$ cat src/rtl/input_port.sv
// Router input port: circular flit buffer with credit return upstream and
// packet-sequence tracking (head/body/tail/single) on the popped flit.
module input_port #(
  parameter int DEPTH = 5,
  parameter int WIDTH = 16
) (
  input  logic             clk,
  input  logic             rst,
  input  logic [WIDTH-1:0] data_i,
  input  logic             valid_i,
  output logic             credit_o,
  output logic [WIDTH-1:0] data_o,
  output logic             valid_o,
  input  logic             ready_i,
  output logic [3:0]       dest_o,
  output logic [2:0]       count_o,
  output logic             overflow_o,
  output logic             proto_err_o
);

  localparam int PTR_W = (DEPTH > 1) ? $clog2(DEPTH) : 1;

  localparam logic [1:0] FT_BODY   = 2'b00;
  localparam logic [1:0] FT_TAIL   = 2'b01;
  localparam logic [1:0] FT_HEAD   = 2'b10;
  localparam logic [1:0] FT_SINGLE = 2'b11;

  typedef enum logic {IDLE, PKT} state_e;

  logic [WIDTH-1:0] mem_q [DEPTH];
  logic [PTR_W-1:0] wr_ptr_q, wr_ptr_d;
  logic [PTR_W-1:0] rd_ptr_q, rd_ptr_d;
  logic [2:0]       count_q, count_d;
  state_e           state_q, state_d;
  logic [3:0]       dest_q, dest_d;
  logic             credit_q;
  logic             overflow_q, overflow_d;
  logic             proto_err_q, proto_err_d;

  logic             empty, full, push, pop;
  logic [WIDTH-1:0] head;
  logic [1:0]       head_type;

  function automatic logic [PTR_W-1:0] ptr_inc(input logic [PTR_W-1:0] p);
    return (p == PTR_W'(DEPTH - 1)) ? '0 : p + PTR_W'(1);
  endfunction

  assign empty     = (count_q == 3'd0);
  assign full      = (count_q == 3'(DEPTH));
  assign head      = mem_q[rd_ptr_q];
  assign head_type = head[15:14];
  assign pop       = !empty && ready_i;
  // A full buffer still accepts a flit when a slot frees up on the same edge.
  assign push      = valid_i && (!full || pop);

  always_comb begin
    wr_ptr_d   = wr_ptr_q;
    rd_ptr_d   = rd_ptr_q;
    count_d    = count_q;
    overflow_d = overflow_q;
    if (push) wr_ptr_d = ptr_inc(wr_ptr_q);
    if (pop)  rd_ptr_d = ptr_inc(rd_ptr_q);
    case ({push, pop})
      2'b10:   count_d = count_q + 3'd1;
      2'b01:   count_d = count_q - 3'd1;
      default: count_d = count_q;
    endcase
    if (valid_i && full && !pop) overflow_d = 1'b1;
  end

  // Packet FSM advances only on the flit leaving the buffer.
  always_comb begin
    state_d     = state_q;
    dest_d      = dest_q;
    proto_err_d = proto_err_q;
    if (pop) begin
      case (head_type)
        FT_HEAD: begin
          if (state_q == PKT) proto_err_d = 1'b1;
          state_d = PKT;
          dest_d  = head[13:10];
        end
        FT_SINGLE: begin
          if (state_q == PKT) proto_err_d = 1'b1;
          state_d = IDLE;
          dest_d  = head[13:10];
        end
        FT_BODY: begin
          if (state_q == IDLE) proto_err_d = 1'b1;
        end
        default: begin
          if (state_q == IDLE) proto_err_d = 1'b1;
          else                 state_d = IDLE;
        end
      endcase
    end
  end

  always_ff @(posedge clk or posedge rst) begin
    if (rst) begin
      for (int i = 0; i < DEPTH; i++) mem_q[i] <= '0;
      wr_ptr_q    <= '0;
      rd_ptr_q    <= '0;
      count_q     <= '0;
      state_q     <= IDLE;
      dest_q      <= '0;
      credit_q    <= 1'b0;
      overflow_q  <= 1'b0;
      proto_err_q <= 1'b0;
    end else begin
      if (push) mem_q[wr_ptr_q] <= data_i;
      wr_ptr_q    <= wr_ptr_d;
      rd_ptr_q    <= rd_ptr_d;
      count_q     <= count_d;
      state_q     <= state_d;
      dest_q      <= dest_d;
      credit_q    <= pop;
      overflow_q  <= overflow_d;
      proto_err_q <= proto_err_d;
    end
  end

  assign valid_o     = !empty;
  assign data_o      = head;
  assign credit_o    = credit_q;
  assign count_o     = count_q;
  assign overflow_o  = overflow_q;
  assign proto_err_o = proto_err_q;
  // A waiting head/single flit announces its destination before it is popped.
  assign dest_o = (valid_o && state_q == IDLE && head_type[1]) ? head[13:10] : dest_q;

endmodule

$ cat config.mk
export PLATFORM = sky130hd
export DESIGN_NAME = input_port
export DESIGN_NICKNAME = d
export VERILOG_FILES = /design/src/rtl/input_port.sv
export SDC_FILE = /design/constraint.sdc
export NUM_CORES = 1
export LEC_CHECK = 0
export BUFFER_PORTS_ARGS = -buffer_cell sky130_fd_sc_hd__buf_2
export CAP_MARGIN = 20
export CORE_MARGIN = 5
export CORE_UTILIZATION = 59
export DETAILED_ROUTE_END_ITERATION = 16
export PLACE_DENSITY = 0.77
export SYNTH_ARGS = -nofsm -noshare
export SYNTH_HDL_FRONTEND = slang
export SYNTH_SLANG_ARGS = --single-unit
$ cat constraint.sdc
create_clock -name clk -period 4.1 [get_ports clk]
set_input_delay 0.615 -clock clk [delete_from_list [all_inputs] [get_ports clk]]
set_output_delay 0.615 -clock clk [all_outputs]
set_load 0.01 [all_outputs]
# == Word level (Yosys, flattened, before mapping) ==
# Cells that the tools add are included.
# W data, S select, Z words.
# word_totals
inputBits,20
word_cells,65
regBits,97
output_inout_bits,27
# classes
eq_ne,9
n_reduce_logical,18
add_sub_neg,4
n_bitwise,4
magnitude_cmp,3
muxes,14
# ops
op,n
$bwmux W80,1
$bmux W16 S3,1
$demux W16 S3,1
$mux W16,3
$add A3 B1 Y3 const B,3
$eq A3 B3 Y1 const B,3
$ge A4 B4 Y1 const B,2
$not A3 Y4,2
$logic_and A1 B1 Y1,7
$eq A2 B2 Y1 const B,3
$mux W3,2
$pmux W3 S2,1
$lt A4 B1 Y1 const B,1
$mux W4,1
$reduce_and A2 Y1,2
$logic_not A1 Y1,3
$logic_not A3 Y1,1
$mux W1,3
$reduce_and A3 Y1,1
$sub A3 B1 Y3 const B,1
$eq A2 B1 Y1 const B,1
$logic_not A2 Y1,1
$ne A2 B1 Y1 const B,1
$ne A2 B2 Y1 const B,1
5 further kinds,6

# == Longest topological paths before layout ==
# depth
depth_word,8
ltp_mapped,10
mapped_depth_nobuf,9

# == Worst setup path before layout ==
# OpenSTA, ideal clock, no wires.
# synth_path
kind,reg2out
startpoint,register rd_ptr_q[0]
endpoint,output dest_o[0]
slack_ps,1798
stages_incl_launch_ff,6
required_ps,3485
arrival_ps,1687
cell_sequence,dfrtp_1 clkbuf_1 mux2i_1 o32ai_1 o211ai_1 mux2_2
# synth_via
elab_chain_len,6
# synth_rtl
item,line_no,text
start: declaration,32,"logic [PTR_W-1:0] rd_ptr_q, rd_ptr_d;"
start signal: assignment,113,rd_ptr_q <= rd_ptr_d;
$not A3 Y4 (not written as such) (*),50,assign head = mem_q[rd_ptr_q];
$bmux W16 S3 (*),50,
$mux W16 (not written as such) (*) (2 in series),50,
$logic_and A1 B1 Y1,130,assign dest_o = (valid_o && state_q == IDLE && head_type[1]) ? head[13:10] : dest_q;
$mux W4 (*),130,
end: declaration,15,"output logic [3:0] dest_o,"
# Every way passes the cells marked *; elsewhere a longest branch is shown, timed or not. The select of a mux whose other input is x is not followed.

# == Worst setup path in the final report ==
# layout_path
startpoint,register rd_ptr_q[2]
endpoint,output dest_o[3]
# Same word-level chain as after synthesis.

==> flow_summary.toml <==
[clock_tree]
cts_buffers = 9
worstSkewPairLatency_ps = 360
cts_buffer_depth = 2
cts.reportedPaths.clkPinSlew_ps = 90
cts_max_level = 3
cts-root-buf = "clkbuf_8"
postCtsHoldBufs = 0
cts_resized = 0
cts_tree = "yes"
post-cts-setup-buffer-count = 0
cts.sinks = 97

[placement]
gp_congestion = 0.853
dp_cells = 472
pre_cts_slack_ps = 1200
placed_area_sq_um = 4950
io_buffers = 46
place_hpwl_um = 5780

[critical_path]
cp-end-kind = "output port"
start_kind = "flip-flop"
crit_path_max_incr_delay_ps = 690
cp_slowest_cell = "dfrtp_1"
crit_type = "flip-flop to output port"
cp_cell_sequence = "nand2b_1, o32ai_1, o211ai_1, mux2_2, buf_2"
crit_arrival_ps = 2690
worstPathRequired_ps = 3480
cp_max_fo = 13
crit_buf_inv = 1
cp_top_family = "flip-flops"

[die]
fp.dieArea_sq_um = 9770
start_util_pct = 60.3
die_w_um = 98.9
core_sq_um = 7730
fp.dieH_um = 98.9
ios = 47
rows = 32

[layout]
syn_to_final_growth_pct = 10.9
postLayoutCoreUtil_pct = 66.8
final_cell_area_sq_um = 5160
drive_gt1_share_pct = 47.2
nets = 407
num_antenna_cells = 0
fin_cells = 488

[global_route]
grt-ovfl-total = 0
grt_max_degree = 38
first_global_vias = 2897
grt_pass1_wl_um = 14700
antenna_found_initial = 0
grt_usage_pct = 19.3

[pwr]
leakage_nw = 2.35
power_mw = 4.40
peakVddDrop_v = 0.000430
power.density_nw_per_um2 = 853

[routing]
drt_iter0_drc = 133
drt-vias-per-instance = 5.72
ant_nets = 0
finalWirelength_um = 8720
drc = 0
dr.pass1.iters = 4
vias = 2792
wire_per_inst_um = 17.9

[yosys]
yosys.area_share.simple_pct = 6.20
ys_warn_count = 0
ys_ff_latch = 97
ys_seq_area_share_pct = 52.1
synth_top_family_by_area = "multiplexers"
syn_area_per_cell_sq_um = 13.9
ys.flop_type = "dfrtp_1"
yosysUniqueCellTypes = 42
synthXorXnorAreaFrac_pct = 0.564
muxShareOfSynthArea_pct = 30.0
synth-compound-area-share_pct = 5.08
syn_inst = 336
syn_nets = 362
syn_area_sq_um = 4660
synth_edf_count = 0
async_reset_ff_share_pct = 100
synth_adder_area_share_pct = 1.77

[sta]
skew_ps = 9.64
worstMarginPinSlew_ps = 638
setup_slack_ps = 790
slew_viol_final = 0
slew_headroom_pct = 57.4
max_freq_mhz = 302
setup_viol = 0
period_share_pct = 80.7
fin_hold_ws_ps = 305
fin_crit_ps = 3310
tns_ps = 0
finalHoldViolCount = 0
rsz0062_at_grt = "no"

[min_path]
worstHoldPathType = "input pin to async pin"

[job]
cap_violations = 0

[outcome]
outcome = "finished clean"
==> synth_stat cells (all sizes together) (3+ instances only) <==
cell type  number  share of area (%)
dfrtp          97                 52
mux2           94                 24
inv            19                1.5
o21ai          16                1.8
buf            14                2.3
nand2          14                1.1
mux2i          12                2.6
mux4            8                3.9
o22ai           7               0.94
clkbuf          6               0.48
a22oi           5               0.81
ha              5                1.3
nor2            5               0.40
a21oi           3               0.32
nand2b          3               0.56
nor4            3                1.4
==> cells by family after synthesis <==
kind of cell / after synthesis
mux: 114
flops: 97
buf+inv: 39
simple gates: 39
compound gates: 38
fa+ha+maj: 6
xor+xnor: 3
==> placed cells by master (no fill, tap or decap), types with 3 or more instances in the layout <==
| cell | netlist | final |
|---|---|---|
| buf_4 | 2 | 8 |
| nor4_4 | 3 | 3 |
| inv_1 | 19 | 18 |
| nor2_1 | 5 | 5 |
| buf_2 | 7 | 46 |
| o21ai_0 | 15 | 15 |
| a22oi_1 | 5 | 5 |
| clkbuf_8 | 0 | 12 |
| mux2_2 | 84 | 84 |
| mux2_4 | 10 | 10 |
| mux4_2 | 8 | 8 |
| dfrtp_1 | 97 | 97 |
| a21oi_1 | 3 | 3 |
| nand2_1 | 14 | 14 |
| o22ai_1 | 7 | 7 |
| mux2i_1 | 12 | 12 |
| ha_1 | 5 | 5 |
==> sequential cells by signal, indices dropped and copies added, names as in the netlist <==
signal	flops
mem_q	80
dest_q	4
count_o	3
rd_ptr_q	3
wr_ptr_q	3
credit_o	1
overflow_o	1
proto_err_o	1
state_q	1
==> report_power, final <==
group          total (mW)  switching, mW  internal [mW]
combinational        2.02          0.935           1.08
clock               0.656          0.325          0.331
sequential           1.73          0.295           1.43
total                4.40           1.55           2.85
==> per-layer routing <==
| metal | GRT usage, % | routed length, um |
|---|---|---|
| met3 | 3.68 | 356 |
| met4 | 7.98 | 141 |
| met1 | 26.6 | 4020 |
| met2 | 30.4 | 4210 |
| met5 | 0 | 0 |
==> area by class of cell <==
class                   instances  area (sq um)
inverters                      19          72.6
well taps                     102           128
multi-input cells             200          2030
repair buffers                 54           290
clock inverters                 4          50.0
clock buffers                  12           165
flip-flops and latches         97          2430
fillers                       595          2560
==> path summary, 6_finish.rpt <==
check                                   startpoint                endpoint  slack, ps  cells past startpoint
hold / removal                                 rst  count_o[2]$_DFFE_PP0P_        310                      2
setup reg to reg            count_o[1]$_DFFE_PP0P_  count_o[2]$_DFFE_PP0P_       1890                      9
setup / recovery           rd_ptr_q[2]$_DFFE_PP0P_               dest_o[3]        790                      5
hold reg to reg             overflow_o$_DFFE_PP0P_  overflow_o$_DFFE_PP0P_        470                      1
max in group asynchronous                      rst    mem_q[2]$_DFFE_PP0P_       2940                      3
min in group clk            overflow_o$_DFFE_PP0P_  overflow_o$_DFFE_PP0P_        470                      1
Note: power is estimated with default switching activity, not from simulation.
